## src/rtl/mips_multicycle_ctrl.sv

```systemverilog
// mips_multicycle_ctrl: multicycle MIPS control FSM driving datapath enables and mux selects
//
// Sequences each instruction through fetch, decode, execute, memory and write-back.
// It waits on the unified memory through a mem_ready handshake.
//
// Ports:
//   clk        in   rising-edge clock
//   reset_n    in   asynchronous active-low reset
//   opcode     in   IR[31:26], stable from DECODE until the return to FETCH
//   funct      in   IR[5:0], same stability rule
//   zero       in   ALU zero flag, sampled only in BRANCH
//   mem_ready  in   memory finished the current access this cycle
//   pc_write, i_or_d, mem_read, mem_write, ir_write, reg_write, alu_src_a  out  datapath controls
//   reg_dst    out  00 rt, 01 rd, 10 $31
//   mem_to_reg out  000 ALUOut, 001 MDR, 010 PC, 011 imm<<16
//   alu_src_b  out  00 B, 01 4, 10 sext imm, 11 sext imm<<2
//   alu_op     out  00 add, 01 sub, 10 funct, 11 imm-op
//   pc_source  out  00 ALU, 01 ALUOut, 10 jump target, 11 exception vector
//   state      out  current state (debug)
//   illegal    out  one-cycle pulse on trap
//
// Build option: define ILLEGAL_TRAP_EN so an undefined opcode redirects the PC to
// the exception vector. When it is undefined, TRAP is a one-cycle NOP.
module mips_multicycle_ctrl (
    input  logic       clk,
    input  logic       reset_n,
    input  logic [5:0] opcode,
    input  logic [5:0] funct,
    input  logic       zero,
    input  logic       mem_ready,
    output logic       pc_write,
    output logic       i_or_d,
    output logic       mem_read,
    output logic       mem_write,
    output logic       ir_write,
    output logic       reg_write,
    output logic       alu_src_a,
    output logic [1:0] reg_dst,
    output logic [2:0] mem_to_reg,
    output logic [1:0] alu_src_b,
    output logic [1:0] alu_op,
    output logic [1:0] pc_source,
    output logic [3:0] state,
    output logic       illegal
);

    typedef enum logic [3:0] {
        S_FETCH     = 4'd0,
        S_DECODE    = 4'd1,
        S_MEM_ADDR  = 4'd2,
        S_MEM_READ  = 4'd3,
        S_MEM_WB    = 4'd4,
        S_MEM_WRITE = 4'd5,
        S_R_EXEC    = 4'd6,
        S_R_WB      = 4'd7,
        S_BRANCH    = 4'd8,
        S_JUMP      = 4'd9,
        S_I_EXEC    = 4'd10,
        S_I_WB      = 4'd11,
        S_LUI_WB    = 4'd12,
        S_JR        = 4'd13,
        S_JAL       = 4'd14,
        S_TRAP      = 4'd15
    } state_t;

    localparam logic [5:0] OP_RTYPE = 6'h00;
    localparam logic [5:0] OP_J     = 6'h02;
    localparam logic [5:0] OP_JAL   = 6'h03;
    localparam logic [5:0] OP_BEQ   = 6'h04;
    localparam logic [5:0] OP_BNE   = 6'h05;
    localparam logic [5:0] OP_ADDI  = 6'h08;
    localparam logic [5:0] OP_SLTI  = 6'h0A;
    localparam logic [5:0] OP_ANDI  = 6'h0C;
    localparam logic [5:0] OP_ORI   = 6'h0D;
    localparam logic [5:0] OP_LUI   = 6'h0F;
    localparam logic [5:0] OP_LW    = 6'h23;
    localparam logic [5:0] OP_SW    = 6'h2B;
    localparam logic [5:0] FN_JR    = 6'h08;

    state_t r_state;
    state_t w_next;
    state_t w_dispatch;

    always_ff @(posedge clk or negedge reset_n) begin
        if (!reset_n)
            r_state <= S_FETCH;
        else
            r_state <= w_next;
    end

    assign state = r_state;

    always_comb begin
        w_dispatch = S_TRAP;
        case (opcode)
            OP_LW, OP_SW:                      w_dispatch = S_MEM_ADDR;
            OP_RTYPE:                          w_dispatch = (funct == FN_JR) ? S_JR : S_R_EXEC;
            OP_BEQ, OP_BNE:                    w_dispatch = S_BRANCH;
            OP_ADDI, OP_SLTI, OP_ANDI, OP_ORI: w_dispatch = S_I_EXEC;
            OP_LUI:                            w_dispatch = S_LUI_WB;
            OP_J:                              w_dispatch = S_JUMP;
            OP_JAL:                            w_dispatch = S_JAL;
            default:                           w_dispatch = S_TRAP;
        endcase
    end

    always_comb begin
        w_next     = S_FETCH;
        pc_write   = 1'b0;
        i_or_d     = 1'b0;
        mem_read   = 1'b0;
        mem_write  = 1'b0;
        ir_write   = 1'b0;
        reg_write  = 1'b0;
        alu_src_a  = 1'b0;
        reg_dst    = 2'b00;
        mem_to_reg = 3'b000;
        alu_src_b  = 2'b00;
        alu_op     = 2'b00;
        pc_source  = 2'b00;
        illegal    = 1'b0;
        case (r_state)
            S_FETCH: begin
                mem_read  = 1'b1;
                alu_src_b = 2'b01;
                // Gated by reset_n so nothing is latched while reset is held.
                ir_write  = mem_ready & reset_n;
                pc_write  = mem_ready & reset_n;
                w_next    = mem_ready ? S_DECODE : S_FETCH;
            end
            S_DECODE: begin
                alu_src_b = 2'b11;
                w_next    = w_dispatch;
            end
            S_MEM_ADDR: begin
                alu_src_a = 1'b1;
                alu_src_b = 2'b10;
                w_next    = (opcode == OP_LW) ? S_MEM_READ : S_MEM_WRITE;
            end
            S_MEM_READ: begin
                i_or_d   = 1'b1;
                mem_read = 1'b1;
                w_next   = mem_ready ? S_MEM_WB : S_MEM_READ;
            end
            S_MEM_WB: begin
                reg_write  = 1'b1;
                mem_to_reg = 3'b001;
            end
            S_MEM_WRITE: begin
                i_or_d    = 1'b1;
                mem_write = 1'b1;
                w_next    = mem_ready ? S_FETCH : S_MEM_WRITE;
            end
            S_R_EXEC: begin
                alu_src_a = 1'b1;
                alu_op    = 2'b10;
                w_next    = S_R_WB;
            end
            S_R_WB: begin
                reg_write = 1'b1;
                reg_dst   = 2'b01;
            end
            S_BRANCH: begin
                alu_src_a = 1'b1;
                alu_op    = 2'b01;
                pc_source = 2'b01;
                // bne inverts the sense of the zero flag.
                pc_write  = zero ^ (opcode == OP_BNE);
            end
            S_JUMP: begin
                pc_write  = 1'b1;
                pc_source = 2'b10;
            end
            S_I_EXEC: begin
                alu_src_a = 1'b1;
                alu_src_b = 2'b10;
                alu_op    = 2'b11;
                w_next    = S_I_WB;
            end
            S_I_WB: begin
                reg_write = 1'b1;
            end
            S_LUI_WB: begin
                reg_write  = 1'b1;
                mem_to_reg = 3'b011;
            end
            S_JR: begin
                pc_write  = 1'b1;
                alu_src_a = 1'b1;
            end
            S_JAL: begin
                pc_write   = 1'b1;
                pc_source  = 2'b10;
                reg_write  = 1'b1;
                reg_dst    = 2'b10;
                mem_to_reg = 3'b010;
            end
            S_TRAP: begin
`ifdef ILLEGAL_TRAP_EN
                pc_write  = 1'b1;
                pc_source = 2'b11;
                illegal   = 1'b1;
`endif
            end
            default: w_next = S_FETCH;
        endcase
    end

endmodule
```

## config.mk

```make
export PLATFORM = sky130hd
export DESIGN_NAME = mips_multicycle_ctrl
export DESIGN_NICKNAME = d
export VERILOG_FILES = /design/src/rtl/mips_multicycle_ctrl.sv
export SDC_FILE = /design/constraint.sdc
export NUM_CORES = 1
export LEC_CHECK = 0
export CELL_PAD_IN_SITES_DETAIL_PLACEMENT = 1
export CELL_PAD_IN_SITES_GLOBAL_PLACEMENT = 2
export CORE_UTILIZATION = 21
export DETAILED_ROUTE_END_ITERATION = 10
export PLACE_DENSITY_LB_ADDON = 0.08
export SYNTH_ARGS = -nofsm -noshare
export SYNTH_HDL_FRONTEND = slang
export SYNTH_SLANG_ARGS = --single-unit
```

## constraint.sdc

```tcl
create_clock -name clk -period 4.4 [get_ports clk]
set_input_delay 0.66 -clock clk [delete_from_list [all_inputs] [get_ports clk]]
set_output_delay 0.66 -clock clk [all_outputs]
set_load 0.02 [all_outputs]
```

==> results of run 1 <==
kinds of logic (layout without fill, tap and decap cells):
| family | after synthesis | in the layout |
|---|---|---|
| mux | 3 | 3 |
| compound gates | 33 | 33 |
| simple gates | 51 | 51 |
| buf+inv | 19 | 44 |
| flops | 4 | 4 |
| other cells | 1 | 2 |
| xor+xnor | 2 | 2 |
area by class of cell:
type	count	area [µm²]	area share, %
well taps	46	57.6	5.15
multi-input cells	91	559	50.0
inverters	5	18.8	1.68
flip-flops and latches	4	100	8.95
clock buffers	3	22.5	2.01
repair buffers	36	360	32.2
per-layer routing:
metal,track usage [%],up-vias,wire length (µm)
li1,-,461,-
met3,2.52,2,72
met1,18.7,439,1210
met2,23.2,20,1180
met5,0,-,0
met4,2.86,0,17
cell usage after synthesis (all sizes together), types with 2 or more instances:
master  number  area share, %
nor4         2            3.7
buf          9            7.2
nor3         6            4.0
nor2        15            7.5
clkbuf       5            2.5
a221oi       3            3.5
inv          5            2.5
and3         3            2.7
a311oi       2            2.3
nor2b        4            3.3
nand2b       3            2.5
o22ai        3            2.5
mux2i        3            4.0
nand3        5            3.3
o21ai        4            2.7
nand2        7            3.5
a211o        2            2.3
dfrtp        4             13
a21oi        8            5.4
xnor2        2            2.3
path summary, 6_finish.rpt:
path / startpoint / to / slack (ns)
setup reg to reg: state[2]$_DFF_PN0_ / state[1]$_DFF_PN0_ / 2.62
max in group asynchronous: reset_n / state[0]$_DFF_PN0_ / 3.53
setup / recovery: opcode[5] / pc_write / 0.87
hold reg to reg: state[3]$_DFF_PN0_ / state[2]$_DFF_PN0_ / 0.87
hold / removal: reset_n / state[3]$_DFF_PN0_ / 0.66
min in group clk: state[3]$_DFF_PN0_ / state[2]$_DFF_PN0_ / 0.87
power by group through the flow:
| stage | Combinational, mW | Sequential (mW) | Clock [mW] |
|---|---|---|---|
| floorplan | 0.339 | 0.0925 | 0 |
| global placement | 0.500 | 0.146 | 0 |
| detailed placement | 0.500 | 0.147 | 0 |
| CTS | 0.502 | 0.146 | 0.0476 |
| global route | 0.537 | 0.156 | 0.0506 |
| finish | 0.495 | 0.144 | 0.0452 |
worst reg2reg max path, stage by stage (launching register included):
cell and delay [ns]:
sky130_fd_sc_hd__dfrtp_1 0.62, sky130_fd_sc_hd__nor2_1 0.37, sky130_fd_sc_hd__nand3_1 0.23, sky130_fd_sc_hd__a221oi_1 0.35, sky130_fd_sc_hd__a211o_1 0.15
==> summary.log, run 1 <==
[setup_path] longest individual stage delay on the worst path 0.57 ns
[clock_tree] CTS Buffer Depth 2
[outcome] outcome finished, final reports clean
[clock_tree] later-pin clock latency in the skew report 0.23 ns
[finish] leading cell types in the layout, fill and taps excluded sky130_fd_sc_hd__clkdlybuf4s50_1, sky130_fd_sc_hd__nor2_1, sky130_fd_sc_hd__a21oi_1
[finish] Antenna diodes 0
[setup_path] Worst path most repeated cell sky130_fd_sc_hd__clkdlybuf4s50_1
[finish] number of filler instances in the final layout 452
[detailed_routing] drt initial violations 49
[detailed_routing] DRT antenna net count 0
[floorplan] area enclosed by the die boundary 3800 µm²
[finish] share of post-route cells with drive strength above 1 3.60%
[clock_tree] CTS tree built
[logic_synthesis] number of synthesized flops with an enable pin 0
[sta] Final Hold Violating Endpoints 0
[place] Final Wtd Congestion 0.753
[sta] final setup violating endpoints 0
[grt] via count of the first global-routing pass 799
[sta] Final Max Tran Viols 0
[setup_path] cells traversed along the worst timing path clkdlybuf4s50_1, nor4_4, a311oi_1, or3b_1, a31o_1, clkdlybuf4s50_1
[logic_synthesis] number of storage elements in the synthesis netlist 4
[logic_synthesis] sequential-to-total area share from yosys stat 13.4%
[pwr] static leakage 0.414 nW
[sta] post-layout minimum cycle time 3.53 ns
[logic_synthesis] Synth Area in Simple Gates 36.5%
[setup_path] depth of the most critical reg-to-reg path 4
[detailed_routing] Vias/cell 4.98
[place] half-perimeter wire length of the detailed placement result 1890 µm
[finish] final design instance area without fill 1120 µm²
[setup_path] maximum net fanout on the critical path 8
[setup_path] startpoint type of the worst setup path input pin
[logic_synthesis] async set-or-reset flop fraction in the synthesized netlist 100%
[clock_tree] root buffer selected by CTS sky130_fd_sc_hd__clkbuf_4
[sta] post-route worst hold slack 0.661 ns
[detailed_routing] Detailed Routing Iterations Pass 1 3
[sta] share of the clock period used by the worst path after layout 80.3%
[flow_run] max-cap violation count 0
[pwr] fraction of power spent switching nets 52.4%
[logic_synthesis] area of the mapped netlist 747 µm²
[min_path] Hold/Removal Path Class input pin to async pin
[setup_path] Worst path depth 6
[finish] relative area change from synthesis to final layout 49.7%
[floorplan] floorplan core area 3360 µm²
[finish] most common cell after layout, fill and taps aside sky130_fd_sc_hd__clkdlybuf4s50_1
[logic_synthesis] cell count after synthesis 113
[pwr] net switching power 0.359 mW
[clock_tree] Setup Fix Bufs, Post-CTS 0
[sta] measured slew at the worst slew-check pin 0.703 ns
[clock_tree] number of resized instances in the post-cts repair step 0
[finish] Final Core Density 33.3%
[logic_synthesis] predominant post-synthesis flop cell sky130_fd_sc_hd__dfrtp_1
[sta] Fmax 0.283 GHz
[detailed_routing] Final Routed Wirelength 2480 µm
[floorplan] starting utilization of the core area 22.2%
[place] post-placement cell area 1100 µm²
[clock_tree] number of buffers inserted during clock tree synthesis 3
[logic_synthesis] post-synthesis share of cell area spent on full adders, half adders and majority gates 0%
[sta] largest clock skew in the final design 0.00182 ns
[sta] post-route worst setup slack 0.868 ns
[setup_path] worst path arrival time 2.87 ns
[clock_tree] CTS Hold Bufs 0
[finish] total number of nets in the final design 157
[pwr] power density over the cells 612 nW/µm²
[clock_tree] number of clock sinks seen by CTS 4
[grt] first-pass GRT wire length 3930 µm
[sta] unrepaired setup endpoints after global routing no
[pwr] combinational fraction of design power 72.3%
[setup_path] Crit. End Element primary output
[logic_synthesis] combinational family with the most area after synthesis simple AND/OR/NAND/NOR gates
[detailed_routing] DRC violation count after routing 0
[pwr] peak supply drop 0.191 mV
[setup_path] Top Family by Delay on Critical Path buffers and inverters
[grt] maximum number of pins on one net before global-route repair 24
[logic_synthesis] synthesized-area fraction occupied by xor and xnor cells 2.35%
[floorplan] total I/O pin count 39
[floorplan] Std-Cell Rows 21
[pwr] sequential share of power 21.1%
[clock_tree] number of levels in the clock H-tree 1
[finish] final instance count without filler cells 185
[floorplan] Die H 61.6 µm
[grt] number of antenna violations at the first check in global routing 0
[logic_synthesis] syn_area_per_cell 6.61 µm²
[detailed_routing] count of vias placed by the detailed router 922
[detailed_routing] WL/cell 13.4 µm
[floorplan] Horiz. Die Dim 61.6 µm
[pwr] internal power 0.326 mW
[pwr] power after layout 0.685 mW
[logic_synthesis] Unique masters post-synth 43
[setup_path] critical path class input pin to primary output
[sta] setup total negative slack 0 ns
[grt] total global-route track usage 13.9%
[logic_synthesis] number of synthesis warnings 0
[setup_path] slowest library cell on the worst path sky130_fd_sc_hd__clkdlybuf4s50_1
[logic_synthesis] Synth Area in Compound Gates 31.0%
[place] Place WS 0.847 ns
[logic_synthesis] share of cell area taken by muxes after synthesis 4.02%
[place] port buffer count 36
[setup_path] buffers and inverters on the worst path 2
[setup_path] data required time of the critical path 3.74 ns
[clock_tree] clock-pin slew on the worst setup and hold paths 0.04 ns
[sta] slew margin rel. 53.2%
[grt] remaining global-route overflow 0
[finish] flip-flop count of the largest register, all copies and words added 4
[place] number of placed instances with taps included 182
[pwr] clock network fraction of design power 6.6%
(Power assumes the default switching activity.)
==> inputs of run 2 (changes only) <==
--- a/config.mk
+++ b/config.mk
@@ -7,7 +7,7 @@
 export LEC_CHECK = 0
 export CELL_PAD_IN_SITES_DETAIL_PLACEMENT = 1
 export CELL_PAD_IN_SITES_GLOBAL_PLACEMENT = 2
-export CORE_UTILIZATION = 21
+export CORE_UTILIZATION = 17
 export DETAILED_ROUTE_END_ITERATION = 10
 export PLACE_DENSITY_LB_ADDON = 0.08
 export SYNTH_ARGS = -nofsm -noshare
==> constraint.sdc (replaced) <==
create_clock -name clk -period 3.2 [get_ports clk]
set_input_delay 0.48 -clock clk [delete_from_list [all_inputs] [get_ports clk]]
set_output_delay 0.48 -clock clk [all_outputs]
set_load 0.02 [all_outputs]
==> run 2 against run 1 <==
Clock power up 130%; clock skew is essentially flat; sequential power is 22% higher; critical endpoint unchanged; largest cell class unchanged; largest power group unchanged.
==> summary.log, run 2 (synthesized netlist as in run 1, its figures left out) <==
[outcome] outcome finished, final reports clean
[grt] maximum number of pins on one net before global-route repair 17
[setup_path] cells traversed along the worst timing path clkdlybuf4s50_1, nor4_4, a311oi_1, or3b_1, a31o_1, clkdlybuf4s50_1
[pwr] power density over the cells 852 nW/µm²
[clock_tree] number of resized instances in the post-cts repair step 0
[setup_path] slowest library cell on the worst path sky130_fd_sc_hd__clkdlybuf4s50_1
[place] port buffer count 36
[clock_tree] CTS Hold Bufs 0
[floorplan] floorplan core area 4120 µm²
[finish] leading cell types in the layout, fill and taps excluded sky130_fd_sc_hd__clkdlybuf4s50_1, sky130_fd_sc_hd__nor2_1, sky130_fd_sc_hd__a21oi_1, sky130_fd_sc_hd__buf_4, sky130_fd_sc_hd__nand2_1
[clock_tree] number of buffers inserted during clock tree synthesis 3
[pwr] peak supply drop 0.316 mV
[finish] area taken by flip-flops and latches 100 µm²
[sta] share of the clock period used by the worst path after layout 94.7%
[grt] remaining global-route overflow 0
[sta] post-route worst hold slack 0.493 ns
[clock_tree] number of levels in the clock H-tree 1
[finish] Antenna diodes 0
[setup_path] data required time of the critical path 2.72 ns
[clock_tree] CTS tree built
[min_path] Hold/Removal Path Class input pin to async pin
[finish] share of post-route cells with drive strength above 1 8.84%
[place] Final Wtd Congestion 0.804
[sta] post-layout minimum cycle time 3.03 ns
[sta] Final Max Tran Viols 0
[place] Place WS 0.135 ns
[flow_run] max-cap violation count 0
[setup_path] Crit. End Element primary output
[sta] largest clock skew in the final design 0.00229 ns
[finish] flip-flop count of the largest register, all copies and words added 4
[setup_path] Worst path most repeated cell sky130_fd_sc_hd__clkdlybuf4s50_1
[floorplan] area enclosed by the die boundary 4660 µm²
[sta] unrepaired setup endpoints after global routing no
[detailed_routing] Final Routed Wirelength 2830 µm
[detailed_routing] DRC violation count after routing 0
[setup_path] critical path class input pin to primary output
[pwr] static leakage 0.461 nW
[detailed_routing] DRT antenna net count 0
[clock_tree] root buffer selected by CTS sky130_fd_sc_hd__clkbuf_8
[finish] Final Core Density 29.2%
[setup_path] startpoint type of the worst setup path input pin
[sta] Fmax 0.330 GHz
[setup_path] longest individual stage delay on the worst path 0.53 ns
[sta] slew margin rel. 64.4%
[clock_tree] number of clock sinks seen by CTS 4
[sta] setup total negative slack 0 ns
[detailed_routing] Detailed Routing Iterations Pass 1 4
[setup_path] worst path arrival time 2.55 ns
[clock_tree] clock-pin slew on the worst setup and hold paths 0.03 ns
[floorplan] Die H 68.3 µm
[detailed_routing] Vias/cell 4.87
[floorplan] Std-Cell Rows 23
[finish] total number of nets in the final design 165
[detailed_routing] count of vias placed by the detailed router 959
[grt] via count of the first global-routing pass 901
[detailed_routing] drt initial violations 36
[clock_tree] CTS Buffer Depth 2
[finish] relative area change from synthesis to final layout 61.0%
[sta] post-route worst setup slack 0.169 ns
[clock_tree] Setup Fix Bufs, Post-CTS 0
[finish] area of the multi-input gates 559 µm²
[finish] most common cell after layout, fill and taps aside sky130_fd_sc_hd__clkdlybuf4s50_1
[sta] Final Hold Violating Endpoints 0
[clock_tree] later-pin clock latency in the skew report 0.21 ns
[grt] number of antenna violations at the first check in global routing 0
[finish] final design instance area without fill 1200 µm²
[sta] measured slew at the worst slew-check pin 0.535 ns
[floorplan] total I/O pin count 39
[grt] first-pass GRT wire length 4350 µm
[grt] total global-route track usage 12.4%
[place] post-placement cell area 1160 µm²
[detailed_routing] WL/cell 14.4 µm
[place] half-perimeter wire length of the detailed placement result 2180 µm
[floorplan] starting utilization of the core area 18.2%
[sta] final setup violating endpoints 0
[finish] number of filler instances in the final layout 506
[setup_path] maximum net fanout on the critical path 4
[floorplan] Horiz. Die Dim 68.3 µm
run 2: cell types whose count changed in the layout (fill, tap and decap cells not counted):
cell                       before  now
sky130_fd_sc_hd__clkbuf_4       3    0
sky130_fd_sc_hd__clkbuf_8       0    3
sky130_fd_sc_hd__buf_4          0    8
run 2: routing by layer:
layer | track usage (%) | part of all wire, % | wire [µm]
met1 | 16.7 | 47 | 1330
met2 | 20.8 | 49 | 1400
met3 | 2.17 | 3.6 | 101
met4 | 1.56 | 0 | 0
met5 | 0 | 0 | 0
run 2: layout make-up:
cell class	instances	area share [%]
Clock buffer	3	3.43
Inverter	5	1.56
Multi-Input combinational cell	91	46.5
Sequential cell	4	8.32
Tap cell	50	5.20
Timing Repair Buffer	44	35.0
run 2: final timing paths:
| kind | startpoint | to | slack (ns) | cells after the start |
|---|---|---|---|---|
| min in group clk | state[3]$_DFF_PN0_ | state[2]$_DFF_PN0_ | 0.84 | 1 |
| worst min register to register | state[3]$_DFF_PN0_ | state[2]$_DFF_PN0_ | 0.84 | 1 |
| worst max-delay path | opcode[5] | pc_write | 0.17 | 6 |
| worst min-delay path | reset_n | state[2]$_DFF_PN0_ | 0.49 | 1 |
| worst max register to register | state[3]$_DFF_PN0_ | state[1]$_DFF_PN0_ | 1.47 | 4 |
| max in group asynchronous | reset_n | state[1]$_DFF_PN0_ | 2.51 | 1 |
run 2: per-stage QoR:
stage / std cells / total power, mW
finish: 197 / 1.02
global route: 197 / 1.11
CTS: 197 / 1.04
detailed placement: 194 / 0.927
global placement: 194 / 0.922
floorplan: 114 / 0.593
run 2: power by group:
part / leakage (nW) / internal, mW / switching (mW)
registers: 0.0493 / 0.0740 / 0.101
logic: 0.390 / 0.353 / 0.393
clock network: 0.0216 / 0.0799 / 0.0234
run 2: critical path, delay by kind of cell:
kind                   cells  cell delay [ns]
AND/OR/NAND/NOR            2             0.72
AO/OA/AOI/OAI              2             0.35
buffers and inverters      2             1.00
